### config.mk
export PLATFORM = sky130hd
export DESIGN_NAME = debug_dump_tx_flat
export DESIGN_NICKNAME = d
export VERILOG_FILES = /design/src/rtl/mips_debug_pkg.sv /design/src/rtl/debug_dump_tx_if.sv /design/src/rtl/debug_word_serializer.sv /design/src/rtl/debug_dump_tx.sv /design/src/flat_wrapper.sv
export SDC_FILE = /design/constraint.sdc
export NUM_CORES = 1
export LEC_CHECK = 0
export BUFFER_PORTS_ARGS = -buffer_cell sky130_fd_sc_hd__buf_2
export CORE_ASPECT_RATIO = 1.4
export CORE_UTILIZATION = 40
export DETAILED_ROUTE_END_ITERATION = 10
export PLACE_DENSITY_LB_ADDON = 0.15
export SETUP_SLACK_MARGIN = 0.05
export SLEW_MARGIN = 5
export SYNTH_ARGS = -nofsm -noshare
export SYNTH_HDL_FRONTEND = slang
export SYNTH_HIERARCHICAL = 1
export SYNTH_SLANG_ARGS = --single-unit
### constraint.sdc
create_clock -name i_clock -period 2.1 [get_ports i_clock]
set_input_delay 0.315 -clock i_clock [delete_from_list [all_inputs] [get_ports i_clock]]
set_output_delay 0.315 -clock i_clock [all_outputs]
set_load 0.01 [all_outputs]
### src/rtl/mips_debug_pkg.sv
// Shared types and constants for the MIPS debug-unit dump path:
// section and FSM encodings plus the default geometry of one snapshot.
package mips_debug_pkg;

    localparam int DEF_DATA_WIDTH      = 32;
    localparam int DEF_DATA_WIDTH_UART = 8;
    localparam int DEF_N_REGS          = 32;
    localparam int DEF_N_MEM           = 32;
    localparam int DEF_ADDR_WIDTH      = 5;

    typedef enum logic [1:0] {
        SEC_PC,
        SEC_REG,
        SEC_MEM
    } section_e;

    typedef enum logic [3:0] {
        ST_IDLE,
        ST_LOAD_PC,
        ST_ADDR,
        ST_WAIT_RD,
        ST_LOAD_WORD,
        ST_SEND,
        ST_WAIT_TX,
        ST_NEXT,
        ST_FINISH
    } state_e;

    function automatic int bytes_per_word(input int data_width, input int uart_width);
        return data_width / uart_width;
    endfunction

    function automatic int dump_bytes(input int data_width, input int uart_width,
                                      input int n_regs, input int n_mem);
        return bytes_per_word(data_width, uart_width) * (1 + n_regs + n_mem);
    endfunction

    localparam int BYTES_PER_WORD = bytes_per_word(DEF_DATA_WIDTH, DEF_DATA_WIDTH_UART);
    localparam int DUMP_BYTES     = dump_bytes(DEF_DATA_WIDTH, DEF_DATA_WIDTH_UART,
                                               DEF_N_REGS, DEF_N_MEM);

endpackage

### src/rtl/debug_dump_tx_if.sv
// Debug read ports (register file, data memory) and UART TX handshake
// seen by the dump sequencer; master is the sequencer side.
interface debug_dump_tx_if #(
    parameter int DATA_WIDTH      = 32,
    parameter int DATA_WIDTH_UART = 8,
    parameter int ADDR_WIDTH      = 5
);
    logic [ADDR_WIDTH-1:0]      o_reg_addr;
    logic [DATA_WIDTH-1:0]      i_reg_data;
    logic [ADDR_WIDTH-1:0]      o_mem_addr;
    logic [DATA_WIDTH-1:0]      i_mem_data;
    logic [DATA_WIDTH_UART-1:0] o_tx_result;
    logic                       o_tx_signal;
    logic                       i_tx_done;

    modport master (
        output o_reg_addr, o_mem_addr, o_tx_result, o_tx_signal,
        input  i_reg_data, i_mem_data, i_tx_done
    );

    modport slave (
        input  o_reg_addr, o_mem_addr, o_tx_result, o_tx_signal,
        output i_reg_data, i_mem_data, i_tx_done
    );
endinterface

### src/rtl/debug_word_serializer.sv
// Shift register and byte counter that emit one CPU word to the UART,
// least-significant byte first; the parent FSM decides when to send/wait.
module debug_word_serializer
    import mips_debug_pkg::*;
#(
    parameter int DATA_WIDTH = DEF_DATA_WIDTH,
    parameter int UART_WIDTH = DEF_DATA_WIDTH_UART
) (
    input  logic                  clk,
    input  logic                  rst_n,
    input  logic                  load,
    input  logic [DATA_WIDTH-1:0] load_data,
    input  logic                  send,
    input  logic                  waiting,
    input  logic                  clear,
    input  logic                  tx_done,
    output logic [UART_WIDTH-1:0] tx_result,
    output logic                  tx_signal,
    output logic                  accept,
    output logic                  last_byte
);
    localparam int BPW = bytes_per_word(DATA_WIDTH, UART_WIDTH);
    localparam int CW  = $clog2(BPW + 1);

    logic [DATA_WIDTH-1:0] shift_q;
    logic [CW-1:0]         byte_idx_q;

    // A done pulse only counts while the UART is actually being waited on.
    assign accept    = waiting & tx_done;
    assign last_byte = (byte_idx_q == CW'(BPW - 1));
    assign tx_result = shift_q[UART_WIDTH-1:0];
    assign tx_signal = send;

    // NOTE: state is updated with non-blocking assignments so every flop
    // samples pre-edge values regardless of process ordering.
    always_ff @(posedge clk or negedge rst_n) begin
        if (!rst_n) begin
            shift_q    <= '0;
            byte_idx_q <= '0;
        end else begin
            if (load) begin
                shift_q <= load_data;
            end else if (accept) begin
                shift_q    <= shift_q >> UART_WIDTH;
                byte_idx_q <= byte_idx_q + CW'(1);
            end
            if (clear) begin
                byte_idx_q <= '0;
            end
        end
    end

endmodule

### src/rtl/debug_dump_tx.sv
// Debug dump sequencer: on i_start streams PC, register file and data
// memory to the UART TX as bytes, walking the debug read ports in order.
module debug_dump_tx
    import mips_debug_pkg::*;
#(
    parameter int DATA_WIDTH      = DEF_DATA_WIDTH,
    parameter int DATA_WIDTH_UART = DEF_DATA_WIDTH_UART,
    parameter int N_REGS          = DEF_N_REGS,
    parameter int N_MEM           = DEF_N_MEM,
    parameter int ADDR_WIDTH      = DEF_ADDR_WIDTH
) (
    input  logic                  i_clock,
    input  logic                  i_reset,
    input  logic                  i_start,
    input  logic [DATA_WIDTH-1:0] i_pc,
    output logic                  o_busy,
    output logic                  o_done,
    debug_dump_tx_if.master       bus
);
    localparam int WIDX_W = ADDR_WIDTH + 1;
    localparam logic [WIDX_W-1:0] LAST_REG = WIDX_W'(N_REGS - 1);
    localparam logic [WIDX_W-1:0] LAST_MEM = WIDX_W'(N_MEM - 1);

    state_e              state_q, state_d;
    section_e            section_q;
    logic [WIDX_W-1:0]   word_idx_q;
    logic                start_accept;
    logic                addr_phase;
    logic                load;
    logic [DATA_WIDTH-1:0] load_data;
    logic                accept;
    logic                last_byte;

    assign start_accept = (state_q == ST_IDLE) && i_start;

    always_ff @(posedge i_clock or negedge i_reset) begin
        if (!i_reset) begin
            state_q <= ST_IDLE;
        end else begin
            state_q <= state_d;
        end
    end

    // NOTE: next state defaults to the current one before the case so no
    // path leaves state_d unassigned and no latch is inferred.
    always_comb begin
        state_d = state_q;
        case (state_q)
            ST_IDLE:      if (i_start) state_d = ST_LOAD_PC;
            ST_LOAD_PC:   state_d = ST_SEND;
            ST_ADDR:      state_d = ST_WAIT_RD;
            ST_WAIT_RD:   state_d = ST_LOAD_WORD;
            ST_LOAD_WORD: state_d = ST_SEND;
            ST_SEND:      state_d = ST_WAIT_TX;
            ST_WAIT_TX:   if (accept) state_d = last_byte ? ST_NEXT : ST_SEND;
            ST_NEXT: begin
                if (section_q == SEC_MEM && word_idx_q == LAST_MEM) state_d = ST_FINISH;
                else                                                state_d = ST_ADDR;
            end
            ST_FINISH:    state_d = ST_IDLE;
            default:      state_d = ST_IDLE;
        endcase
    end

    always_ff @(posedge i_clock or negedge i_reset) begin
        if (!i_reset) begin
            section_q  <= SEC_PC;
            word_idx_q <= '0;
        end else if (start_accept) begin
            section_q  <= SEC_PC;
            word_idx_q <= '0;
        end else if (state_q == ST_NEXT) begin
            case (section_q)
                SEC_PC: begin
                    section_q  <= SEC_REG;
                    word_idx_q <= '0;
                end
                SEC_REG: begin
                    if (word_idx_q == LAST_REG) begin
                        section_q  <= SEC_MEM;
                        word_idx_q <= '0;
                    end else begin
                        word_idx_q <= word_idx_q + WIDX_W'(1);
                    end
                end
                SEC_MEM: begin
                    if (word_idx_q != LAST_MEM) word_idx_q <= word_idx_q + WIDX_W'(1);
                end
                default: section_q <= SEC_PC;
            endcase
        end
    end

    // Address is held until the word is captured so a registered-read
    // port returns the addressed word during LOAD_WORD.
    assign addr_phase = (state_q == ST_ADDR) || (state_q == ST_WAIT_RD) ||
                        (state_q == ST_LOAD_WORD);
    assign bus.o_reg_addr = (addr_phase && section_q == SEC_REG) ?
                            word_idx_q[ADDR_WIDTH-1:0] : '0;
    assign bus.o_mem_addr = (addr_phase && section_q == SEC_MEM) ?
                            word_idx_q[ADDR_WIDTH-1:0] : '0;

    // PC is captured on the start edge itself, so a PC change in the
    // following cycle cannot leak into the dump.
    assign load = start_accept || (state_q == ST_LOAD_WORD);

    always_comb begin
        load_data = i_pc;
        if (state_q != ST_IDLE) begin
            load_data = (section_q == SEC_MEM) ? bus.i_mem_data : bus.i_reg_data;
        end
    end

    debug_word_serializer #(
        .DATA_WIDTH (DATA_WIDTH),
        .UART_WIDTH (DATA_WIDTH_UART)
    ) u_serializer (
        .clk       (i_clock),
        .rst_n     (i_reset),
        .load      (load),
        .load_data (load_data),
        .send      (state_q == ST_SEND),
        .waiting   (state_q == ST_WAIT_TX),
        .clear     (state_q == ST_NEXT),
        .tx_done   (bus.i_tx_done),
        .tx_result (bus.o_tx_result),
        .tx_signal (bus.o_tx_signal),
        .accept    (accept),
        .last_byte (last_byte)
    );

    assign o_busy = (state_q != ST_IDLE) && (state_q != ST_FINISH);
    assign o_done = (state_q == ST_FINISH);

endmodule
### src/flat_wrapper.sv
// flat-port wrapper written by rule: the top's interface ports become plain ports
module debug_dump_tx_flat import mips_debug_pkg::*;
#(
    parameter int DATA_WIDTH      = DEF_DATA_WIDTH,
    parameter int DATA_WIDTH_UART = DEF_DATA_WIDTH_UART,
    parameter int N_REGS          = DEF_N_REGS,
    parameter int N_MEM           = DEF_N_MEM,
    parameter int ADDR_WIDTH      = DEF_ADDR_WIDTH
)
  (i_clock, i_reset, i_start, i_pc, o_busy, o_done, bus_o_reg_addr, bus_o_mem_addr, bus_o_tx_result, bus_o_tx_signal, bus_i_reg_data, bus_i_mem_data, bus_i_tx_done);
  debug_dump_tx_if #(.DATA_WIDTH(DATA_WIDTH), .DATA_WIDTH_UART(DATA_WIDTH_UART), .ADDR_WIDTH(ADDR_WIDTH)) bus_i ();
  input  logic i_clock;
  input  logic i_reset;
  input  logic i_start;
  input  logic [DATA_WIDTH-1:0] i_pc;
  output logic o_busy;
  output logic o_done;
  output wire logic [$bits(bus_i.o_reg_addr)-1:0] bus_o_reg_addr;
  output wire logic [$bits(bus_i.o_mem_addr)-1:0] bus_o_mem_addr;
  output wire logic [$bits(bus_i.o_tx_result)-1:0] bus_o_tx_result;
  output wire logic [$bits(bus_i.o_tx_signal)-1:0] bus_o_tx_signal;
  input wire logic [$bits(bus_i.i_reg_data)-1:0] bus_i_reg_data;
  input wire logic [$bits(bus_i.i_mem_data)-1:0] bus_i_mem_data;
  input wire logic [$bits(bus_i.i_tx_done)-1:0] bus_i_tx_done;
  assign bus_o_reg_addr = bus_i.o_reg_addr;
  assign bus_o_mem_addr = bus_i.o_mem_addr;
  assign bus_o_tx_result = bus_i.o_tx_result;
  assign bus_o_tx_signal = bus_i.o_tx_signal;
  assign bus_i.i_reg_data = bus_i_reg_data;
  assign bus_i.i_mem_data = bus_i_mem_data;
  assign bus_i.i_tx_done = bus_i_tx_done;
  debug_dump_tx #(.DATA_WIDTH(DATA_WIDTH), .DATA_WIDTH_UART(DATA_WIDTH_UART), .N_REGS(N_REGS), .N_MEM(N_MEM), .ADDR_WIDTH(ADDR_WIDTH)) u_core (.i_clock(i_clock), .i_reset(i_reset), .i_start(i_start), .i_pc(i_pc), .o_busy(o_busy), .o_done(o_done), .bus(bus_i));
endmodule
==> results of run 1 <==
## report_power, final
part           switching [uW]  internal, uW
Sequential                312          1290
Clock                     322           440
Combinational            1440          1250
## through the flow
stage / hold slack (ns) / power (uW) / cell area (sq um)
after detailed placement: 0.4547 / 4285 / 4056
after floorplan: 0.01941 / 3689 / 3435
final: 0.1284 / 5052 / 4212
after global routing: 0.1927 / 5488 / 4212
after CTS: 0.1579 / 5076 / 4194
after global placement: 0.4629 / 4232 / 4056
## per-layer routing
layer	up-vias	routed length (um)
met3	6	284
met4	0	83
met5	-	0
met1	1457	3427
met2	68	4405
li1	1607	-
## cell usage in the layout (no fill, tap or decap), types with 3 or more instances in the layout
cell type,n
buf_2,120
nand2_1,74
dfrtp_1,44
o21ai_0,39
mux2i_1,36
nand2b_1,27
nand4b_1,24
o211ai_1,17
nor2_1,16
buf_4,15
inv_1,12
and3_1,10
clkbuf_16,5
ha_1,5
o311ai_2,5
nand3_1,4
nor2b_1,4
o21ai_1,4
mux2_2,3
dfrtp_2,3
o311ai_0,3
## state kept, by name (all words and copies together) (netlist names)
name / count
u_core/section_q: 2
u_core/state_q: 4
u_core/u_serializer/byte_idx_q: 3
u_core/u_serializer/shift_q: 32
u_core/word_idx_q: 6
## area by class of cell
class / count / share of cell area
Sequential cell: 47 / 0.2802
Inverter: 13 / 0.01159
Tap cell: 102 / 0.03030
Multi-Input combinational cell: 296 / 0.4733
Clock inverter: 1 / 0.001188
Clock buffer: 7 / 0.03149
Timing Repair Buffer: 136 / 0.1720
## worst reg2reg max path, stage by stage, from the launching register on
cell and delay [ns]:
dfrtp_1 0.42, ha_1 0.24, nand3_1 0.16, nor3_1 0.09, o31a_2 0.40, or4_4 0.49, o211ai_2 0.08
## worst min path at each step
stage	startpoint	cells past startpoint	slack, ns	endpoint
after floorplan	i_reset	0	0.02	u_core/section_q[0]$_DFFE_PN0P_
after global placement	i_reset	2	0.46	u_core/u_serializer/shift_q[16]$_DFFE_PN0P_
after detailed placement	i_reset	2	0.45	u_core/u_serializer/shift_q[16]$_DFFE_PN0P_
after CTS	i_reset	2	0.16	u_core/u_serializer/shift_q[15]$_DFFE_PN0P_
after global routing	i_reset	2	0.19	u_core/u_serializer/shift_q[24]$_DFFE_PN0P_
final	i_reset	2	0.13	u_core/u_serializer/shift_q[16]$_DFFE_PN0P_
## repair_timing
action                                  in CTS  in global routing
endpoints found under the setup margin       0                 14
resized for setup                            0                  5
setup buffers                                0                  0
## logic make-up after synthesis
logic type	Yosys count	synth area share
AOI/OAI and AO/OA	80	0.1607
muxes	39	0.1148
buffers and inverters	57	0.08962
and+or+nand+nor	171	0.2707
DFF	47	0.3424
adders and majority gates	6	0.02186
==> metrics.md, run 1 <==
| Metric | Value |
|---|---|
| Outcome | finished, final reports clean |
| Synth top area cells | dfrtp_1 34%, mux2i_1 10%, nand2_1 8.1% |
| Initial antenna violation count | 0 |
| Ys async rst share | 1.000 |
| Area grow syn2layout | 22.62% |
| Crit. Startpoint | u_core/word_idx_q[0]$_DFFE_PN0P_ |
| CTS Buffer Depth | 2 |
| Endpoint type of the worst setup path | register |
| Clk sinks | 47 |
| Reg2Reg Depth | 6 |
| Hold_buf cts | 0 |
| # nets final | 605 |
| Hold Crit Class | primary input to async pin |
| Setup CP Type | register to register |
| H-tree levels | 2 |
| Reg2reg start | u_core/word_idx_q[0]$_DFFE_PN0P_ |
| DR vias/cell | 5.213 |
| Drt wl/cell | 13.62 um |
| Routing usage on met2 | 0.3356 |
| Area of the multi-input gates | 1993 sq um |
| Routed Antenna Nets | 0 |
| Max VDD drop | 0.7389 mV |
| Core Rows | 39 |
| Clock Skews | 0.006193 ns |
| EDFF count, synth | 0 |
| Pwr per Cell Area | 1200 nW/um^2 |
| Syn Std Cell Area | 3435 sq um |
| Syn nets | between 500 and 600 |
| CP Launch Type | register |
| Post-synth top cells | 74 x nand2_1, 47 x dfrtp_1, 39 x o21ai_0 |
| Die X | 80.32 um |
| Synth cell types | 42 |
| GPL Wtd Cong | 0.8578 |
| Setup violators final | 0 |
| Setup TNS Final | 0 ns |
| Clock-pin transition on the worst setup and hold timing paths | 0.06 ns |
| Full die area | roughly 9000 sq um |
| RSZ-0062 raised after global routing | false |
| Gr usage total | 0.1856 |
| Top_reg_cell synth | dfrtp_1 |
| Pre-CTS setup slack | ~0.17 ns |
| Fin util | 0.5107 |
| Synth Register Bits | 47 |
| Worst-path fanout max | 8 |
| Post-synthesis cell count | 400 |
| Area leader, netlist | dfrtp_1 |
| CP arrival | 2.15 ns |
| Register area share after synthesis | 0.3424 |
| Drt drc | 0 |
| Met3 Use GR | 0.02459 |
| Layout Cells excl Fill | 602 |
| Peak per-stage delay on the critical path | 0.49 ns |
| Slew HR | 0.5913 |
| Critical path, cell by cell | ha_1 > nand3_1 > nor3_1 > o31a_2 > or4_4 > o211ai_2 |
| Grt total ovfl | 0 |
| Register area | 1180 sq um |
| HPWL after DPL | 5910 um |
| Num CTS Buffers | 5 |
| Core area | 8247 sq um |
| Critical Path End | u_core/word_idx_q[4]$_DFFE_PN0P_ |
| Tcrit/Tclk final | 0.9282 |
| Min cycle time layout | slightly below 2 ns |
| Syn Area/Cell | 8.586 sq um |
| Max_cap viols | 0 |
| First-pass GRT wire length | 13280 um |
| Number of synthesis warnings | 6 |
| Clock latency on the worst-skew pair | 0.28 ns |
| Initial Util | 0.4165 |
| Fin. Hold Viols | 0 |
| Most Used Layer, Global Route | met2 |
| Final setup margin | approximately 0.15 ns |
| Fill count | 815 |
| Placed Cells incl. Taps | 594 |
| Drt total wl | 8201 um |
| Detailed-route via count | 3138 |
| Largest net degree at the start of global routing | 51 |
| R2R Setup Slk | 0.15 ns |
| F_max | ~510 MHz |
| Top delay family on crit path | simple AND/OR/NAND/NOR gates |
| Iter 0 DRT Violations | 185 |
| R2r endpoint | u_core/word_idx_q[4]$_DFFE_PN0P_ |
| Worst Max-Slew Pin Slew | between 0.6 and 0.7 ns |
| Met1 Resource Use GR | 0.2251 |
| IO buf count | 120 |
| CTS tree | built |
| Top-level I/O count | 121 |
| Top-count cell post-synth | nand2_1 |
| N_diodes | 0 |
| Buf/Inv on CP | 0 |
| Slowest-stage cell, CP | or4_4 |
| CTS Root Cell | clkbuf_16 |
| Share of the synthesized area in the top cell type | 0.3424 |
| Number of detailed-route iterations in the first pass | 4 |
| Chip height | 111.6 um |
| Levels on crit path | 6 |
| Vias in the first global route | slightly below 3000 |
| LEAKAGE | between 0.0015 and 0.002 uW |
| WP data required | 2.31 ns |
| Layout cells sized above 1 | 0.3260 |
| Slew Limit Fails | 0 |
Note: power is estimated with default switching activity, not from simulation.
==> inputs of run 2 (changes only) <==
Clock period 2.1 ns to 1.9 ns, I/O delays scaled along.
==> metrics.md, run 2 (synthesis gave the netlist of run 1 again) <==
| Metric | Value |
|---|---|
| Worst-path fanout max | 7 (-1) |
| Design area | 4582 sq um (+8.8%) |
| Max VDD drop | 0.7225 mV (-2.2%) |
| Max reg flops | 32 (unchanged) |
| F_max | 531.3 MHz (+3.6%) |
| Layout cells sized above 1 | 0.3858 (+0.05980) |
| GPL Wtd Cong | 0.8358 (-2.6%) |
| Core Rows | 39 (unchanged) |
| Gr usage total | 0.2015 (+0.01587) |
| Initial Util | 0.4165 (unchanged) |
| N_diodes | 0 (unchanged) |
| Core area | 8247 sq um (unchanged) |
| Worst Max-Slew Pin Slew | 0.7116 ns (+0.09848 ns) |
| Area grow syn2layout | 33.41% |
| Reg2Reg Depth | 6 (unchanged) |
| Hold Crit Class | primary input to async pin |
| Endpoint type of the worst setup path | register |
| # nets final | 626 (+3.5%) |
| Clock latency on the worst-skew pair | 0.28 ns (about the same) |
| LEAKAGE | 0.002026 uW (+7.7%) |
| Peak per-stage delay on the critical path | 0.49 ns (about the same) |
| Setup CP Type | register to register |
| Number of detailed-route iterations in the first pass | 4 (unchanged) |
| Max_cap viols | 0 (unchanged) |
| Clock Skews | 0.008023 ns (+0.001829 ns) |
| Chip height | 111.6 um (unchanged) |
| Reg2reg start | u_core/state_q[0]$_DFFE_PN0P_ |
| Slew HR | 0.5256 (-0.06565) |
| H-tree levels | 2 (unchanged) |
| Iter 0 DRT Violations | 179 (-3.2%) |
| Slew Limit Fails | 0 (unchanged) |
| Routed Antenna Nets | 0 (unchanged) |
| Die X | 80.32 um (unchanged) |
| Grt total ovfl | 0 (unchanged) |
| Flop pwr share | 0.263 (-0.054) |
| DR vias/cell | 5.213 (about the same) |
| Clk sinks | 47 (unchanged) |
| Layout Cells excl Fill | 623 (+3.5%) |
| Drt total wl | 8995 um (+9.7%) |
| Cell internal pwr | 3864 uW (+30%) |
| Outcome | finished, final reports clean |
| Full die area | 8966 sq um (unchanged) |
| Clock-pin transition on the worst setup and hold timing paths | 0.07 ns (about the same) |
| Vias in the first global route | 3238 (+12%) |
| R2r endpoint | u_core/word_idx_q[4]$_DFFE_PN0P_ |
| Top delay family on crit path | simple AND/OR/NAND/NOR gates |
| NetSw | 2536 uW (+23%) |
| Critical path, cell by cell | buf_4 > nor4_4 > nand2_1 > o31a_4 > or4_4 > o211ai_2 |
| Biggest regs | u_core/u_serializer/shift_q x32, u_core/word_idx_q x6, u_core/state_q x4 |
| Min cycle time layout | 1.882 ns (-0.06720 ns) |
| Leading cell type in the layout, fill and taps excluded | buf_2 |
| Placed inst area | 4169 sq um (+2.8%) |
| Pwr per Cell Area | 1397 nW/um^2 (+16%) |
| R2R Setup Slk | 0.02 ns (-0.13 ns) |
| Fin. Hold Viols | 0 (unchanged) |
| Setup violators final | 0 (unchanged) |
| Switching part of the total power | 0.3963 (-0.01353) |
| Hold WS | 0.04638 ns (-0.08206 ns) |
| Most frequent cells in the layout | 116 x buf_2, 74 x nand2_1, 45 x dfrtp_1 |
| Detailed-route via count | 3248 (+3.5%) |
| CP Launch Type | register |
| Gate power share | 0.575 (+0.043) |
| CTS tree | built |
| Top-level I/O count | 121 (unchanged) |
| Clock power frac | 0.161 (+0.010) |
| Placed Cells incl. Taps | 604 (+1.7%) |
| Largest net degree at the start of global routing | 53 (+3.9%) |
| Fill count | 790 (-3.1%) |
| IO buf count | 120 (unchanged) |
| CP arrival | 2.09 ns (-0.06 ns) |
| Num CTS Buffers | 5 (unchanged) |
| Initial antenna violation count | 0 (unchanged) |
| Setup TNS Final | 0 ns (unchanged) |
| First-pass GRT wire length | 14420 um (+8.6%) |
| HPWL after DPL | 6313 um (+6.8%) |
| Hold_buf cts | 0 (unchanged) |
| CTS Root Cell | clkbuf_16 |
| Drt wl/cell | 14.44 um (+6.0%) |
| WP data required | 2.11 ns (-0.20 ns) |
| Tcrit/Tclk final | 0.9906 (+0.06234) |
| Drt drc | 0 (unchanged) |
| RSZ-0062 raised after global routing | true |
| Slowest-stage cell, CP | or4_4 |
| Buf/Inv on CP | 1 (+1) |
| Most flops, register | u_core/u_serializer/shift_q |
| CTS Buffer Depth | 2 (unchanged) |
-- run 2: changes by cell type in the layout (fill, tap and decap cells not counted), sizes merged --
| cell | previous run | this run |
|---|---|---|
| buf | 136 | 157 |
| clkbuf | 7 | 6 |
| bufinv | 0 | 1 |
-- run 2: per-stage QoR --
step / utilization / total power [uW] / worst slack (ns)
2_1_floorplan: - / 4110 / 0.07337
3_3_place_gp: 0.5055 / 4860 / 0.08980
3_5_place_dp: 0.5055 / 4960 / 0.01683
4_1_cts: 0.5416 / 6248 / -0.02463
5_1_grt: 0.5556 / 6878 / -0.05225
6_report: 0.5556 / 6401 / 0.01792
-- run 2: per-layer routing --
layer	GRT usage	wire length, um	up-vias
met3	0.02049	316	8
met2	0.3840	4825	69
met4	0.04167	102	0
li1	-	-	1641
met5	0	0	-
met1	0.2374	3751	1530
-- run 2: power by group through the flow --
stage / Sequential [uW] / Clock, uW / Combinational (uW)
after CTS: 1680 / 1050 / 3520
after floorplan: 1620 / 0 / 2490
after global routing: 1720 / 1090 / 4060
after detailed placement: 1730 / 0 / 3230
final: 1690 / 1030 / 3680
after global placement: 1710 / 0 / 3150
-- run 2: how the worst max path moves through the flow --
stage | from | to | slack, ns | cells after the start
after CTS | u_core/state_q[0]$_DFFE_PN0P_ | bus_o_mem_addr[1] | -0.02 | 7
after global routing | u_core/state_q[0]$_DFFE_PN0P_ | u_core/word_idx_q[4]$_DFFE_PN0P_ | -0.05 | 6
after floorplan | u_core/state_q[2]$_DFFE_PN0P_ | u_core/state_q[1]$_DFFE_PN0P_ | 0.07 | 11
after global placement | u_core/word_idx_q[0]$_DFFE_PN0P_ | u_core/word_idx_q[5]$_DFFE_PN0P_ | 0.09 | 7
after detailed placement | u_core/word_idx_q[1]$_DFFE_PN0P_ | u_core/word_idx_q[3]$_DFFE_PN0P_ | 0.02 | 7
final | u_core/state_q[0]$_DFFE_PN0P_ | u_core/word_idx_q[4]$_DFFE_PN0P_ | 0.02 | 6
-- run 2: final cells by class --
class                      count  area (sq um)  area share
clock buffer                   6         138.9     0.03031
clock inverter                 2         35.03    0.007646
inverter                      13         48.80     0.01065
multi-input combinational    296          2082      0.4544
sequential                    47          1179      0.2572
tap                          102         127.6     0.02785
timing repair buffer         157         970.9      0.2119
-- run 2: worst register-to-register path, delay by kind of cell, from the launching register on --
kind	cells	cell delay (ns)
simple gates	3	0.99
flops	1	0.41
compound gates	2	0.24
buf+inv	1	0.17
-- run 2: timing repair --
item                                   4_1_cts  5_1_grt
pin swaps                                   11        5
resized for setup                           14       23
setup endpoints to repair                   14       31
endpoints found under the hold margin        0        0
buffers inserted                             9        1
gates cloned                                 1        0
